### src/rtl/i2s_tx_serializer.sv
`default_nettype none
// ============================================================================
// Module   : i2s_tx_serializer
// Brief    : Stereo audio serializer. It buffers L/R pairs in a small FIFO,
//            divides CLK down to BCK and shifts samples out in I2S,
//            left-justified or right-justified format with an underrun flag.
// Options  : define I2S_TX_LATCH_EN to generate the end-of-frame LATCH strobe.
// Revision : 1.0 - initial release
// ============================================================================
module i2s_tx_serializer #(
  parameter int DATA_WIDTH = 16,
  parameter int SLOT_WIDTH = 32,
  parameter int BCK_DIV    = 2,
  parameter int FIFO_DEPTH = 4
) (
  input  logic                          CLK,
  input  logic                          RST_N,
  input  logic                          ENABLE,
  input  logic [1:0]                    MODE,
  input  logic [DATA_WIDTH-1:0]         DATA_L,
  input  logic [DATA_WIDTH-1:0]         DATA_R,
  input  logic                          VALID,
  output logic                          READY,
  output logic [$clog2(FIFO_DEPTH):0]   FIFO_LEVEL,
  output logic                          BCK,
  output logic                          WS,
  output logic                          DATAO,
  output logic                          LATCH,
  output logic                          UNDERRUN
);

  localparam int c_PTR_W = $clog2(FIFO_DEPTH);
  localparam int c_BIT_W = $clog2(SLOT_WIDTH);
  localparam int c_DIV_W = (BCK_DIV > 1) ? $clog2(BCK_DIV) : 1;
  localparam logic [c_BIT_W-1:0] c_LAST_BIT = c_BIT_W'(SLOT_WIDTH - 1);
  localparam logic [c_DIV_W-1:0] c_LAST_DIV = c_DIV_W'(BCK_DIV - 1);
  localparam logic [c_PTR_W:0]   c_FULL     = (c_PTR_W + 1)'(FIFO_DEPTH);

  typedef enum logic [1:0] {
    S_IDLE = 2'd0,
    S_RUN  = 2'd1,
    S_STOP = 2'd2
  } state_t;

  state_t                  r_state;
  state_t                  w_state_next;

  logic [2*DATA_WIDTH-1:0] r_mem [FIFO_DEPTH];
  logic [c_PTR_W-1:0]      r_wr_ptr;
  logic [c_PTR_W-1:0]      r_rd_ptr;
  logic [c_PTR_W:0]        r_level;
  logic                    w_push;
  logic                    w_pop;

  logic [c_DIV_W-1:0]      r_div_cnt;
  logic                    r_bck;
  logic                    w_wrap;
  logic                    w_fall;

  logic [c_BIT_W-1:0]      r_bit;
  logic                    r_slot;
  logic [c_BIT_W-1:0]      w_bit_next;
  logic                    w_slot_next;
  logic [1:0]              r_mode;
  logic [DATA_WIDTH-1:0]   r_left;
  logic [DATA_WIDTH-1:0]   r_right;
  logic [1:0]              w_mode_next;
  logic [DATA_WIDTH-1:0]   w_left_next;
  logic [DATA_WIDTH-1:0]   w_right_next;
  logic                    w_bit_val;

  logic                    w_start;
  logic                    w_frame_end;
  logic                    w_go_idle;
  logic                    w_frame_start;
  logic                    w_event;

  logic                    r_ws;
  logic                    r_datao;
  logic                    r_underrun;

  // Serial bit for slot position b of a sample in the given format; 0 outside the sample
  function automatic logic f_bit(input logic [1:0] mode, input logic [c_BIT_W-1:0] b,
                                 input logic [DATA_WIDTH-1:0] d);
    int                    idx;
    logic [DATA_WIDTH-1:0] sh;
    sh    = '0;
    f_bit = 1'b0;
    case (mode)
      2'd1:    idx = DATA_WIDTH - 1 - int'(b);
      2'd2:    idx = SLOT_WIDTH - 1 - int'(b);
      default: idx = DATA_WIDTH - int'(b);
    endcase
    if (idx >= 0 && idx < DATA_WIDTH) begin
      sh    = d >> idx;
      f_bit = sh[0];
    end
  endfunction

  assign READY      = (r_level != c_FULL);
  assign FIFO_LEVEL = r_level;
  assign w_push     = VALID && READY;
  assign w_pop      = w_frame_start && (r_level != '0);

  assign w_wrap        = (r_div_cnt == c_LAST_DIV);
  assign w_fall        = (r_state != S_IDLE) && w_wrap && r_bck;
  assign w_start       = (r_state == S_IDLE) && ENABLE;
  assign w_frame_end   = r_slot && (r_bit == c_LAST_BIT);
  assign w_go_idle     = w_fall && w_frame_end && !ENABLE;
  assign w_frame_start = w_start || (w_fall && w_frame_end && ENABLE);
  assign w_event       = w_start || w_fall;

  assign BCK      = r_bck;
  assign WS       = r_ws;
  assign DATAO    = r_datao;
  assign UNDERRUN = r_underrun;

  // FIFO storage; contents need no reset because the level gates every read
  always_ff @(posedge CLK) begin
    if (w_push) r_mem[r_wr_ptr] <= {DATA_L, DATA_R};
  end

  // FIFO pointers and occupancy
  always_ff @(posedge CLK or negedge RST_N) begin
    if (!RST_N) begin
      r_wr_ptr <= '0;
      r_rd_ptr <= '0;
      r_level  <= '0;
    end else begin
      if (w_push) r_wr_ptr <= r_wr_ptr + 1'b1;
      if (w_pop)  r_rd_ptr <= r_rd_ptr + 1'b1;
      case ({w_push, w_pop})
        2'b10:   r_level <= r_level + 1'b1;
        2'b01:   r_level <= r_level - 1'b1;
        default: r_level <= r_level;
      endcase
    end
  end

  // Control state register
  always_ff @(posedge CLK or negedge RST_N) begin
    if (!RST_N) r_state <= S_IDLE;
    else        r_state <= w_state_next;
  end

  // Next state: a stop only takes effect at the end of a frame
  always_comb begin
    w_state_next = r_state;
    case (r_state)
      S_IDLE:  if (ENABLE) w_state_next = S_RUN;
      S_RUN:   if (w_go_idle) w_state_next = S_IDLE;
               else if (!ENABLE) w_state_next = S_STOP;
      S_STOP:  if (w_go_idle) w_state_next = S_IDLE;
               else if (ENABLE) w_state_next = S_RUN;
      default: w_state_next = S_IDLE;
    endcase
  end

  // BCK divider; held low and phase-reset while idle so the first rise is BCK_DIV cycles after start
  always_ff @(posedge CLK or negedge RST_N) begin
    if (!RST_N) begin
      r_div_cnt <= '0;
      r_bck     <= 1'b0;
    end else if (r_state == S_IDLE) begin
      r_div_cnt <= '0;
      r_bck     <= 1'b0;
    end else if (w_wrap) begin
      r_div_cnt <= '0;
      r_bck     <= ~r_bck;
    end else begin
      r_div_cnt <= r_div_cnt + 1'b1;
    end
  end

  // Next slot position and frame data, including the pop at each frame start
  always_comb begin
    w_bit_next   = r_bit;
    w_slot_next  = r_slot;
    w_mode_next  = r_mode;
    w_left_next  = r_left;
    w_right_next = r_right;
    if (w_start) begin
      w_bit_next  = '0;
      w_slot_next = 1'b0;
    end else if (w_fall) begin
      if (r_bit == c_LAST_BIT) begin
        w_bit_next  = '0;
        w_slot_next = ~r_slot;
      end else begin
        w_bit_next = r_bit + 1'b1;
      end
    end
    if (w_frame_start) begin
      w_mode_next = MODE;
      if (r_level != '0) {w_left_next, w_right_next} = r_mem[r_rd_ptr];
      else               {w_left_next, w_right_next} = '0;
    end
    w_bit_val = f_bit(w_mode_next, w_bit_next, w_slot_next ? w_right_next : w_left_next);
  end

  // Frame-wide mode and sample registers
  always_ff @(posedge CLK or negedge RST_N) begin
    if (!RST_N) begin
      r_mode  <= 2'd0;
      r_left  <= '0;
      r_right <= '0;
    end else begin
      r_mode  <= w_mode_next;
      r_left  <= w_left_next;
      r_right <= w_right_next;
    end
  end

  // Slot position and serial outputs, updated on start and fall events only
  always_ff @(posedge CLK or negedge RST_N) begin
    if (!RST_N) begin
      r_bit   <= '0;
      r_slot  <= 1'b0;
      r_ws    <= 1'b0;
      r_datao <= 1'b0;
    end else if (w_go_idle) begin
      r_bit   <= '0;
      r_slot  <= 1'b0;
      r_ws    <= 1'b0;
      r_datao <= 1'b0;
    end else if (w_event) begin
      r_bit   <= w_bit_next;
      r_slot  <= w_slot_next;
      r_ws    <= w_slot_next;
      r_datao <= w_bit_val;
    end
  end

  // Sticky underrun, set by a frame start on an empty FIFO, cleared by disabling
  always_ff @(posedge CLK or negedge RST_N) begin
    if (!RST_N)                              r_underrun <= 1'b0;
    else if (!ENABLE)                        r_underrun <= 1'b0;
    else if (w_frame_start && r_level == '0) r_underrun <= 1'b1;
  end

`ifdef I2S_TX_LATCH_EN
  logic r_latch;

  // LATCH covers the BCK period of the last bit of the right slot
  always_ff @(posedge CLK or negedge RST_N) begin
    if (!RST_N)         r_latch <= 1'b0;
    else if (w_go_idle) r_latch <= 1'b0;
    else if (w_event)   r_latch <= w_slot_next && (w_bit_next == c_LAST_BIT);
  end

  assign LATCH = r_latch;
`else
  assign LATCH = 1'b0;
`endif

endmodule
`default_nettype wire
### config.mk
export PLATFORM = sky130hd
export DESIGN_NAME = i2s_tx_serializer
export DESIGN_NICKNAME = d
export VERILOG_FILES = /design/src/rtl/i2s_tx_serializer.sv
export SDC_FILE = /design/constraint.sdc
export NUM_CORES = 1
export LEC_CHECK = 0
export CAP_MARGIN = 20
export CORE_MARGIN = 2
export CORE_UTILIZATION = 40
export DETAILED_ROUTE_END_ITERATION = 16
export PLACE_DENSITY = 0.58
export SLEW_MARGIN = 20
export SYNTH_ARGS = -nofsm -noshare
export SYNTH_HDL_FRONTEND = slang
export SYNTH_SLANG_ARGS = --single-unit
### constraint.sdc
create_clock -name CLK -period 5.15 [get_ports CLK]
set_clock_uncertainty 0.1 [all_clocks]
set_input_delay 1.03 -clock CLK [delete_from_list [all_inputs] [get_ports CLK]]
set_output_delay 1.03 -clock CLK [all_outputs]
set_load 0.01 [all_outputs]
Word-level counts from Yosys, hierarchy flattened
Memories as Yosys holds them, arrays and structs flattened.
Index checks and enable logic that the tools add are counted.
{"block": "totals", "input_bits": 38, "memories": 1, "ff_bits": 53, "wordCells": 93, "out_inout_bits": 9, "ramBits": 128}
{"name": "r_mem", "depth": 4, "width": 32, "rd": 1, "rd_ports_with_merged_regs": 0, "wr": 1, "line": "48", "text": "logic [2*DATA_WIDTH-1:0] r_mem [FIFO_DEPTH];"}
{"block": "op_classes", "n_reduce_logical": 21, "magnitude_cmp": 2, "addsub": 9, "mux": 34, "eq_ne": 10, "n_shift": 1, "bitwise": 2}
{"cell": "$mux 16", "n": 5}
{"cell": "$pmux 32 s2", "n": 1}
{"cell": "$ge 32x1->1 const B", "n": 1}
{"cell": "$lt 32x6->1 const B", "n": 1}
{"cell": "$shr 16x32->1", "n": 1}
{"cell": "$mux 5", "n": 5}
{"cell": "$mux 1", "n": 16}
{"cell": "$sub 5x5->6 const A", "n": 2}
{"cell": "$logic_and 1x1->1", "n": 11}
{"cell": "$mux 2", "n": 5}
{"cell": "$reduce_bool 2->1", "n": 4}
{"cell": "$eq 2x1->1 const B", "n": 3}
{"cell": "$eq 2x2->1 const B", "n": 3}
{"cell": "$ne 3x3->1 const B", "n": 2}
{"cell": "$pmux 2 s3", "n": 1}
{"cell": "$pmux 3 s2", "n": 1}
{"cell": "$sub 4x5->6 const A", "n": 1}
{"cell": "$add 5x1->5 const B", "n": 1}
{"cell": "$eq 5x5->1 const B", "n": 1}
{"cell": "$add 2x1->2 const B", "n": 2}
{"cell": "$add 3x1->3 const B", "n": 1}
{"cell": "$logic_not 3->1", "n": 1}
{"cell": "$reduce_bool 3->1", "n": 1}
{"cell": "$sub 3x1->3 const B", "n": 1}
{"cell": "other kinds (6)", "n": 8}

Longest topological paths before layout
{"block": "depth", "depth_word": 14, "depth_mapped": 20, "depth_no_buf": 17}

Least setup slack after synthesis
No wires, ideal clock.
{"block": "synth_timing", "kind": "reg-to-reg", "start": "register r_bit[1]", "end": "register r_datao (netlist: DATAO)", "path_stages_with_launch": 19, "n_path_buf": 2, "synth_period_minus_slack_ns": 4.769, "arrival_time_ns": 4.545, "required_ns": 4.926, "setup_time_ns": 0.124, "setup_slack_ns": 0.381, "path_cell_list": "dfrtp_1 -> ha_1 -> and3_1 -> ha_1 -> ha_1 -> and4_1 -> nor2_2 -> buf_2 -> buf_2 -> mux2_2 -> ha_1 -> o21ba_2 -> a211oi_2 -> a211oi_4 -> and2_1 -> nor3_1 -> or4b_1 -> and4_1 -> a211o_1"}
{"block": "synth_between", "elab_chain_cells": 13, "elab_cells_between_ends": 31, "classes_between": "4 x add/sub; 2 x order compare; 3 x eq/ne; 1 x shift; 14 x mux; 7 x reduce/logical"}
{"item": "start: declaration", "line": "60", "text": "logic [c_BIT_W-1:0] r_bit;"}
{"item": "start signal: assignment", "line": "227", "text": "r_bit <= w_bit_next;"}
{"item": "$eq 5x5->1 (*)", "line": "108", "text": "assign w_frame_end = r_slot && (r_bit == c_LAST_BIT);"}
{"item": "$logic_and 1x1->1 (*)", "line": "108"}
{"item": "$logic_and 1x1->1 (*) (2 in series)", "line": "110", "text": "assign w_frame_start = w_start || (w_fall && w_frame_end && ENABLE);"}
{"item": "$logic_or 1x1->1 (*)", "line": "110"}
{"item": "$mux 2 (*)", "line": "193", "text": "if (w_frame_start) begin"}
{"item": "via w_mode_next[1]", "line": "67", "text": "logic [1:0] w_mode_next;"}
{"item": "$eq 2x2->1 / $eq 2x1->1 (equally long branches)", "line": "89", "text": "case (mode)"}
{"item": "$pmux 32 s2 (*)", "line": "89"}
{"item": "$ge 32x1->1 / $lt 32x6->1 (equally long branches)", "line": "94", "text": "if (idx >= 0 && idx < DATA_WIDTH) begin"}
{"item": "$logic_and 1x1->1", "line": "94"}
{"item": "$mux 1 (*)", "line": "94"}
{"item": "$mux 1 (*)", "line": "226", "text": "end else if (w_event) begin"}
{"item": "$mux 1 (*)", "line": "221", "text": "end else if (w_go_idle) begin"}
{"item": "end signal: assignment", "line": "230", "text": "r_datao <= w_bit_val;"}
{"item": "end: declaration", "line": "79", "text": "logic r_datao;"}
The timed path passes the listed nets; every way through them passes the cells marked *. The select of a mux whose other input is x is not followed.
A chain may end at the register's enable or synchronous reset.

Final worst setup path
Same ends and word-level chain as after synthesis.

==> results.ini <==
[drt]
drt_iter0_drc=236
routed_wl_mm=14.7
viasPerCell=5.51
antenna_violating_nets_post_route=0
dr.pass1.iters=5
wl_per_cell_um=19.6
vias=4125
drc=0

[layout]
final_cell_area_um2=8860
drive_gt1_share_pct=18.3
seqCellArea_um2=5170
fin_nets=552
syn_to_final_growth_pct=17.3
multi_input_area_um2=2210
n_fill_cell=1593
n_antenna_cell=0

[die]
die_h_um=141
start_util_pct=40.5
dieArea_um2=20000
io_pins=47
core_area_um2=18600
core.rowCount=50
die_w_um=141

[logic_synthesis]
ys_warn_count=0
synth_top_area_cell=edfxtp_1
synthArstFlopShare_pct=29.3
netlist_instances=447
synthTopCellsByArea=edfxtp_1 (51%), dfrtp_1 (18%), mux4_2 (9.5%), a22o_1 (3.5%), ha_1 (1.8%)
synth_area_um2=7550
synth_fp_nets=497
yosysMostFrequentCell=edfxtp_1
synth_area_per_cell_um2=16.9
synth_seq_area_share_pct=68.5
ys_types=65
yosys-top-cells-count=edfxtp_1 (128), dfrtp_1 (53), mux4_2 (32), a22o_1 (30), nor2_1 (22)
synth-edff-count=128
synth_top_area_share_pct=50.9
synth_seq_cells=181
synth_top_flop_cell=edfxtp_1

[power_and_ir_drop]
p_seq_share_pct=46.0
leakage_nw=3.20
comb_power_share_pct=27.1
p_switching_w=0.00141
clkPwrFrac_pct=26.9
pwr_density_cell_nw_per_um2=533
intPower_w=0.00331
vdd_drop_max_mv=0.238
p_sw_share_pct=29.8

[worst_setup_path]
cp_cell_sequence=ha_1 -> and3_1 -> ha_1 -> ha_1 -> and4_1 -> nor2_2 -> mux2_2 -> ha_1 -> o21ba_2 -> nor2_1 -> o21ai_1 -> nand2_1 -> o211a_1 -> or4_1 -> and4_1 -> a211o_1
start_kind=flip-flop
path_class=flip-flop to flip-flop
worstSetupEndpointType=flip-flop
rr_startpoint=r_bit[1]
worst_r2r_path_depth=16
cp.arrival_ps=4930
crit_top_cell=ha_1
cp_data_required_time_ps=5360
critical_path.slowest_cell=dfrtp_1
slowest_delay_ps=460
r2r_slack_ps=430
critPathMaxFanout=8
r2r-end=DATAO

[sta]
whs_ps=395
drv_slew=0
setup-tns-final_ps=0
period_share_pct=91.6
setup_violations=0
timing.slew.headroom_pct=43.0
grt_setup_unrepaired=no
max_freq_mhz=212
hold_violations=0
min_period_ps=4720
tightestPinTransition_ps=855

[clock_network]
hold_buffers=0
cts_sinks=181
clock_latency_ps=430
ctsHtreeMaxLevel=4
clk_pin_slew_worst_paths_ps=70
cts-root-buf=clkbuf_16
cts_tree=built
postCtsSetupRepairBufs=0
numCtsBuffers=17
cts_resized=0
cts_buffer_depth=2

[global_routing]
grt_pass1_wl_mm=23.9
antenna_found_initial=0
grt_usage_pct=15.7
grt-ovfl-total=0
first_global_vias=4370
grt_max_degree=54

[worst_hold_path]
hold_end=r_bit[4]
hold_start=r_bit[4]
worstHoldPathType=flip-flop to flip-flop
hold_depth=2

[placement]
io_buffer_count=45
gp_congestion=0.839
dp_hpwl_mm=9.00
dpl_cell_area_um2=8280

[status]
status=finished, final reports clean

[run]
max_cap_viol_count=0

==> cell type report <==
cell class,instances,share of cell area [%]
clock buffers,18,4.84
clock inverters,14,1.71
inverters,14,0.593
multi-input cells,229,25.0
flip-flops and latches,181,58.4
well taps,234,3.30
repair buffers,59,6.21
==> worst max-delay path by stage <==
stage / end / cells after the start / slack [ps] / from
after floorplan: DATAO / 18 / 380 / r_bit[1]
after global placement: DATAO / 13 / 190 / ENABLE
after detailed placement: DATAO / 13 / 30 / ENABLE
after CTS: DATAO / 16 / 440 / r_bit[1]
after global routing: DATAO / 16 / 130 / r_bit[1]
final: DATAO / 16 / 430 / r_bit[1]
==> sequential cells by signal, indices dropped and copies added (netlist names), 3 cells and up <==
name / count
r_mem: 128
r_right: 16
r_left: 16
FIFO_LEVEL: 3
r_bit: 5
==> cell families (layout without fill, tap and decap cells) <==
kind of cell	after synthesis	in the layout	synth area share (%)
buffers and inverters	37	105	2.24
adders and majority gates	12	12	2.09
other	1	1	0.0497
AOI/OAI and AO/OA	88	88	9.81
xor gates and xnor gates	8	8	0.928
DFF	181	181	68.5
and+or+nand+nor	83	83	6.20
muxes	37	37	10.2
==> worst max-delay path: cells and delay by family (launching register included) <==
family | cells | cell delay, ps
flip-flops | 1 | 460
multiplexers | 1 | 390
AO/OA/AOI/OAI | 4 | 1080
adder cells (fa/ha/maj) | 4 | 960
AND/OR/NAND/NOR | 7 | 1620
==> through the flow <==
stage	util (%)	std cells	total power, W	setup WS (ps)
after floorplan	-	447	0.00307	381
after global placement	44.4	717	0.00347	191
after detailed placement	44.4	717	0.00350	31.6
after CTS	47.5	749	0.00478	438
after global routing	47.5	749	0.00498	129
final	47.5	749	0.00472	430
==> cells in the final DEF (no fill, tap or decap), drive strengths merged, types with 12 or more instances in the layout <==
cell type | netlist | final
edfxtp | 128 | 128
dfrtp | 53 | 53
clkdlybuf4s50 | 0 | 44
mux4 | 32 | 32
a22o | 30 | 30
nor2 | 24 | 24
clkbuf | 8 | 18
inv | 14 | 18
buf | 15 | 15
nand2 | 12 | 12
==> metal layers <==
metal  GRT usage (%)  vias to the layer above  wire (µm)
met5               0                        -          0
met2            25.1                       89       7240
met3            3.31                       26        498
met4            7.58                        0        460
li1                -                     1877          -
met1            20.7                     2133       6500
==> power by group through the flow <==
stage / sequential (W) / clock (W) / combinational (W)
global placement: 0.00219 / 0 / 0.00128
global route: 0.00222 / 0.00135 / 0.00140
floorplan: 0.00206 / 0 / 0.00101
finish: 0.00217 / 0.00127 / 0.00128
CTS: 0.00218 / 0.00130 / 0.00130
detailed placement: 0.00221 / 0 / 0.00129
No activity file was read; power rests on OpenSTA's default activity.
